<file path="config.mk">
export PLATFORM = sky130hd
export DESIGN_NAME = bru_pipe
export DESIGN_NICKNAME = d
export VERILOG_FILES = /design/src/rtl/bru_pipe.sv
export SDC_FILE = /design/constraint.sdc
export NUM_CORES = 1
export LEC_CHECK = 0
export CAP_MARGIN = 10
export CORE_MARGIN = 2
export CORE_UTILIZATION = 50
export CTS_CLUSTER_DIAMETER = 30
export DETAILED_ROUTE_END_ITERATION = 7
export PLACE_DENSITY = 0.85
export SYNTH_ARGS = -nofsm -noshare
export SYNTH_HDL_FRONTEND = slang
export SYNTH_SLANG_ARGS = --single-unit
</file>
<file path="constraint.sdc">
create_clock -name clk -period 4.5 [get_ports clk]
set_clock_uncertainty 0.05 [all_clocks]
set_input_delay 0.9 -clock clk [delete_from_list [all_inputs] [get_ports clk]]
set_output_delay 0.9 -clock clk [all_outputs]
set_load 0.05 [all_outputs]
</file>
<file path="src/rtl/bru_pipe.sv">
// Registered RV32I branch resolution: target, link, direction and mispredict, one cycle after accept; holds while !out_rdy.
// Trains a 2-bit BHT on retirement. Define BRU_MISALIGN_EXC_EN to raise out_exc on misaligned taken targets.
module bru_pipe #(
  parameter int DATA_WIDTH = 32,
  parameter int PC_WIDTH   = 32,
  parameter int BHT_IDX_W  = 6
) (
  input  logic                  clk,
  input  logic                  rst_n,
  input  logic                  in_vld,
  output logic                  in_rdy,
  input  logic [1:0]            in_type,
  input  logic [2:0]            in_funct3,
  input  logic [PC_WIDTH-1:0]   in_pc,
  input  logic [DATA_WIDTH-1:0] in_rs1,
  input  logic [DATA_WIDTH-1:0] in_rs2,
  input  logic [DATA_WIDTH-1:0] in_imm,
  input  logic                  in_pred_taken,
  input  logic [PC_WIDTH-1:0]   in_pred_pc,
  input  logic                  kill,
  output logic                  out_vld,
  input  logic                  out_rdy,
  output logic                  out_flush,
  output logic [PC_WIDTH-1:0]   out_redir_pc,
  output logic                  out_taken,
  output logic [DATA_WIDTH-1:0] out_link,
  output logic                  out_exc,
  input  logic [PC_WIDTH-1:0]   bht_rd_pc,
  output logic                  bht_rd_taken
);

  localparam int BHT_N = 1 << BHT_IDX_W;

  logic                  w_eq, w_lt, w_ltu, w_cond, w_taken;
  logic                  w_mispred, w_flush, w_exc, w_acc, w_bht_we;
  logic [DATA_WIDTH-1:0] w_jalr_sum;
  logic [PC_WIDTH-1:0]   w_br_tgt, w_jalr_tgt, w_target, w_pc4, w_redir;
  logic [BHT_IDX_W-1:0]  w_rd_idx;
  logic                  w_unused_pc;

  logic                  r_vld, r_flush, r_taken, r_exc, r_is_br;
  logic [PC_WIDTH-1:0]   r_redir;
  logic [DATA_WIDTH-1:0] r_link;
  logic [BHT_IDX_W-1:0]  r_idx;
  logic [1:0]            r_bht [BHT_N];

  assign w_eq  = (in_rs1 == in_rs2);
  assign w_lt  = ($signed(in_rs1) < $signed(in_rs2));
  assign w_ltu = (in_rs1 < in_rs2);

  always_comb begin
    w_cond = 1'b0;
    case (in_funct3)
      3'b000:  w_cond = w_eq;
      3'b001:  w_cond = !w_eq;
      3'b100:  w_cond = w_lt;
      3'b101:  w_cond = !w_lt;
      3'b110:  w_cond = w_ltu;
      3'b111:  w_cond = !w_ltu;
      default: w_cond = 1'b0;
    endcase
  end

  always_comb begin
    w_taken = 1'b0;
    case (in_type)
      2'b00:   w_taken = w_cond;
      2'b01,
      2'b10:   w_taken = 1'b1;
      default: w_taken = 1'b0;
    endcase
  end

  assign w_br_tgt   = in_pc + PC_WIDTH'(in_imm);
  assign w_jalr_sum = in_rs1 + in_imm;
  assign w_jalr_tgt = PC_WIDTH'(w_jalr_sum) & ~PC_WIDTH'(1);
  assign w_target   = (in_type == 2'b10) ? w_jalr_tgt : w_br_tgt;
  assign w_pc4      = in_pc + PC_WIDTH'(4);
  assign w_redir    = w_taken ? w_target : w_pc4;
  assign w_mispred  = (w_taken != in_pred_taken) | (w_taken & (w_target != in_pred_pc));

`ifdef BRU_MISALIGN_EXC_EN
  // The trap handler takes over, so a misaligned result never redirects or trains.
  assign w_exc   = w_taken & w_target[1];
  assign w_flush = w_mispred & !w_exc;
`else
  assign w_exc   = 1'b0;
  assign w_flush = w_mispred;
`endif

  assign in_rdy   = !r_vld | out_rdy;
  assign w_acc    = in_vld & in_rdy & !kill;
  assign w_bht_we = r_vld & out_rdy & !kill & r_is_br;

  always_ff @(posedge clk or negedge rst_n) begin
    if (!rst_n) begin
      r_vld   <= 1'b0;
      r_flush <= 1'b0;
      r_taken <= 1'b0;
      r_exc   <= 1'b0;
      r_is_br <= 1'b0;
      r_redir <= '0;
      r_link  <= '0;
      r_idx   <= '0;
    end else if (kill) begin
      r_vld <= 1'b0;
    end else if (w_acc) begin
      r_vld   <= 1'b1;
      r_flush <= w_flush;
      r_taken <= w_taken;
      r_exc   <= w_exc;
      r_is_br <= (in_type == 2'b00) & !w_exc;
      r_redir <= w_redir;
      r_link  <= DATA_WIDTH'(w_pc4);
      r_idx   <= in_pc[BHT_IDX_W+1:2];
    end else if (out_rdy) begin
      r_vld <= 1'b0;
    end
  end

  always_ff @(posedge clk or negedge rst_n) begin
    if (!rst_n) begin
      for (int i = 0; i < BHT_N; i++) r_bht[i] <= 2'b01;
    end else if (w_bht_we) begin
      if (r_taken && r_bht[r_idx] != 2'b11)
        r_bht[r_idx] <= r_bht[r_idx] + 2'b01;
      else if (!r_taken && r_bht[r_idx] != 2'b00)
        r_bht[r_idx] <= r_bht[r_idx] - 2'b01;
    end
  end

  // Reads see the registered array, so a same-cycle write is not forwarded.
  assign w_rd_idx     = bht_rd_pc[BHT_IDX_W+1:2];
  assign bht_rd_taken = r_bht[w_rd_idx][1];
  assign w_unused_pc  = ^{bht_rd_pc[PC_WIDTH-1:BHT_IDX_W+2], bht_rd_pc[1:0]};

  assign out_vld      = r_vld;
  assign out_flush    = r_flush;
  assign out_taken    = r_taken;
  assign out_exc      = r_exc;
  assign out_redir_pc = r_redir;
  assign out_link     = r_link;

endmodule

</file>
==> results of run 1 <==
-- through the flow --
step | instances | hold WS (ns) | worst slack [ns] | cell area, µm² | util [%]
detailed placement | 2646 | 0.416 | -0.591 | 20200 | 66.1
global route | 2712 | 0.446 | -0.00230 | 21500 | 70.4
CTS | 2707 | 0.428 | 0.0145 | 21400 | 69.9
global placement | 2646 | 0.405 | -0.513 | 20200 | 66.1
floorplan | 1828 | 0.389 | 0.0795 | 15500 | -
finish | 2713 | 0.427 | 0.0949 | 21600 | 70.5
-- layer usage --
layer / GRT usage, % / up-vias / share of wire [%]
li1: - / 7564 / -
met1: 41.4 / 8012 / 38
met2: 56.3 / 980 / 47
met3: 5.96 / 245 / 8.9
met4: 17.1 / 0 / 5.7
met5: 0 / - / 0
-- synth_stat cells, types with 13 or more instances --
master    count  share of area [%]
nand2_1     307                7.4
o21ai_0     154                5.0
nor2_1      142                3.4
dfrtp_1     138                 22
a21oi_1     128                4.1
ha_1         99                8.0
clkbuf_1     79                1.9
dfstp_2      64                 11
xnor2_1      63                3.6
inv_1        51                1.2
mux2_2       50                3.6
xor2_1       49                2.8
nand3_1      37                1.2
nand4_1      35                1.4
o22ai_1      34                1.4
a22oi_1      29                1.4
a21o_1       23                1.1
mux4_2       21                3.0
nor3_1       19               0.61
mux2i_1      18                1.2
and3_1       16               0.64
nor2b_1      16               0.64
o211ai_1     16               0.77
o21a_1       14               0.68
nor4_1       13               0.52
-- power groups by stage --
stage,clock [mW],combinational (mW),sequential [mW]
after floorplan,0,1.22,2.46
after global placement,0,2.78,2.11
after detailed placement,0,2.83,2.11
after CTS,2.64,2.86,2.09
after global routing,2.73,3.11,2.11
final,2.63,2.94,2.10
-- cells by family after synthesis --
logic type / after synthesis / share of synthesized area [%]
buf+inv: 149 / 3.70
simple gates: 659 / 19.5
xor+xnor: 116 / 6.91
fa+ha+maj: 101 / 8.23
flops: 202 / 33.0
compound gates: 507 / 20.4
mux: 93 / 8.19
other cells: 1 / 0.0241
-- what timing repair did --
action                                 in CTS  in global routing
endpoints found under the hold margin       0                  0
buffers inserted                            0                  3
setup endpoints to repair                   1                  1
gates resized for setup                     1                 28
pin swaps                                   1                  8
-- critical path, cell delays in order --
cell	delay, ns
clkdlybuf4s50_1	0.57
ha_2	0.36
a21oi_1	0.20
o22ai_1	0.15
o21a_1	0.23
nor3_2	0.22
xnor2_1	0.20
mux2_1	0.36
a311oi_1	0.23
or4b_1	0.47
or4b_1	0.49
nor4_2	0.29
nor2_1	0.07
-- area by class of cell --
class	count	area, µm²
multi-input cells	1477	9980
diodes	3	7.51
fillers	2233	9040
repair buffers	522	4570
clock buffers	41	918
flip-flops and latches	202	5130
clock inverters	20	248
well taps	396	495
inverters	52	195
-- worst max path at each step --
stage	start	end	cells after the start	slack, ns
finish	in_imm[8]	out_flush$_DFFE_PN0P_	13	0.09
global route	in_rs1[1]	out_flush$_DFFE_PN0P_	14	-0.002
global placement	in_imm[0]	out_flush$_DFFE_PN0P_	14	-0.51
floorplan	bht_rd_pc[2]	bht_rd_taken	5	0.08
detailed placement	in_imm[0]	out_flush$_DFFE_PN0P_	14	-0.59
CTS	in_imm[0]	out_flush$_DFFE_PN0P_	14	0.01
==> results by group, run 1 <==
Power
  • Int Power: 4.81 mW
  • Pwr dens: around 360 nW/µm²
  • Psw: 2.86 mW
  • Switching portion of total power: 37.3%
  • Worst ir drop on vdd: between 0.0002 and 0.00025 V
  • Part of the power in the clock network: 34.3%
  • Total power: 7.67 mW
  • Leak: roughly 9.5 nW
  • Reg power frac: ~27%
  • Comb pwr share: 38.3%

Setup path
  • Required @ worst endpoint: 4.83 ns
  • CP Max Fanout: 7
  • Startpoint Class: input pin
  • CP endpoint kind: register
  • RR Startpoint: r_idx[1]$_DFFE_PN0P_
  • Kind of critical path: input pin to register
  • Reg-to-reg endpoint: r_bht[77]$_DFFE_PN0P_
  • Reg2Reg Depth: 14
  • Slack of the worst reg-to-reg path: 0.15 ns
  • Arrival @ worst endpoint: 4.74 ns

Global route
  • GRT Util Overall: around 34%
  • Vias in the first global route: 16700
  • First-pass GRT wire length: 87.6 mm
  • GRT Residual Overflow: 0
  • Initial antenna violation count: 3
  • Largest net degree at the start of global routing: around 120

Placed design
  • IO buf count: 245
  • Final HPWL DP: 43.0 mm
  • RePlAce Congestion: 0.954

STA
  • Hold Vio Cnt, Final: 0
  • Rel. slew slack: roughly a third
  • Post-layout min period: about 4.4 ns
  • Final setup fails: 0
  • Pins Over Slew Limit: 0
  • Max Freq: roughly 230 MHz
  • Setup TNS: 0 ns
  • Measured slew at the worst slew-check pin: 1.01 ns
  • Fin crit share: 97.9%

Cells and area
  • Most frequent cells in the layout: 307 x nand2_1, 275 x buf_4, 239 x clkdlybuf4s50_1
  • Commonest non-fill, non-tap cell in the layout: nand2_1
  • Area Overhead vs Synth: 38.7%
  • Final #Nets: between 2000 and 3000
  • Share of cells above drive strength 1: between 20% and 30%

Yosys
  • Post-synth EDFFs: 0
  • Post-synth top flop: dfrtp_1
  • Synthesis Warnings: 0
  • Area of the mapped netlist: 15500 µm²
  • Mean Syn Cell Area: between 8 and 9 µm²
  • Synth Register Bits: 202
  • Cells after Synth: 1828
  • Syn Nets: 2132
  • Unique masters post-synth: 87
  • Post-synthesis sequential area ratio: between 30% and 40%
  • Async S/R FF share, synth: between 90% and 100%

CTS
  • CTS tree: done
  • Sink Count: 202
  • Worst skew pair latency: 0.51 ns
  • Root Buffer: clkbuf_16
  • Clk buf depth: 3
  • CTS Buf Count: 34
  • # H-tree levels: 2
  • Hold-fix buffers at CTS: 0
  • Clock-pin slew on the worst setup and hold paths: 0.06 ns

Drt
  • Post-DRT Antenna Nets: 0
  • Vias: 16800
  • Routed WL: 56.4 mm
  • Routed WL per cell: 20.8 µm
  • Vias per cell: roughly 6.2
  • Iteration-0 DRC Markers: 1626
  • Drt pass-1 iters: 6
  • DR DRC count: 0

Die
  • Row count: 64
  • Die width: 180 µm
  • Initial Utilization: 50.8%
  • Top Ports: 273
  • Core Box Area: 30600 µm²
  • Die height: 180 µm
  • Die area: 32500 µm²

Outcome
  • Status: complete, no violations

Job
  • Max_cap viols: 0

Hold path
  • Hold Crit Class: register to register
  • Cell depth of the worst min-delay path: 2
No activity file was read; power rests on OpenSTA's default activity.
==> run 2, diff against run 1 <==
--- a/config.mk
+++ b/config.mk
@@ -5,7 +5,7 @@
 export SDC_FILE = /design/constraint.sdc
 export NUM_CORES = 1
 export LEC_CHECK = 0
-export CAP_MARGIN = 10
+export CAP_MARGIN = 20
 export CORE_MARGIN = 2
 export CORE_UTILIZATION = 50
 export CTS_CLUSTER_DIAMETER = 30
==> results of run 2 <==
Final layout, timing and power as in run 1 (identical DEF).
==> run 3, diff against run 2 <==
--- a/config.mk
+++ b/config.mk
@@ -5,7 +5,6 @@
 export SDC_FILE = /design/constraint.sdc
 export NUM_CORES = 1
 export LEC_CHECK = 0
-export CAP_MARGIN = 20
 export CORE_MARGIN = 2
 export CORE_UTILIZATION = 50
 export CTS_CLUSTER_DIAMETER = 30
@@ -14,3 +13,4 @@
 export SYNTH_ARGS = -nofsm -noshare
 export SYNTH_HDL_FRONTEND = slang
 export SYNTH_SLANG_ARGS = --single-unit
+export TNS_END_PERCENT = 5
==> results of run 3 <==
Final layout, timing and power as in run 1 (identical DEF).
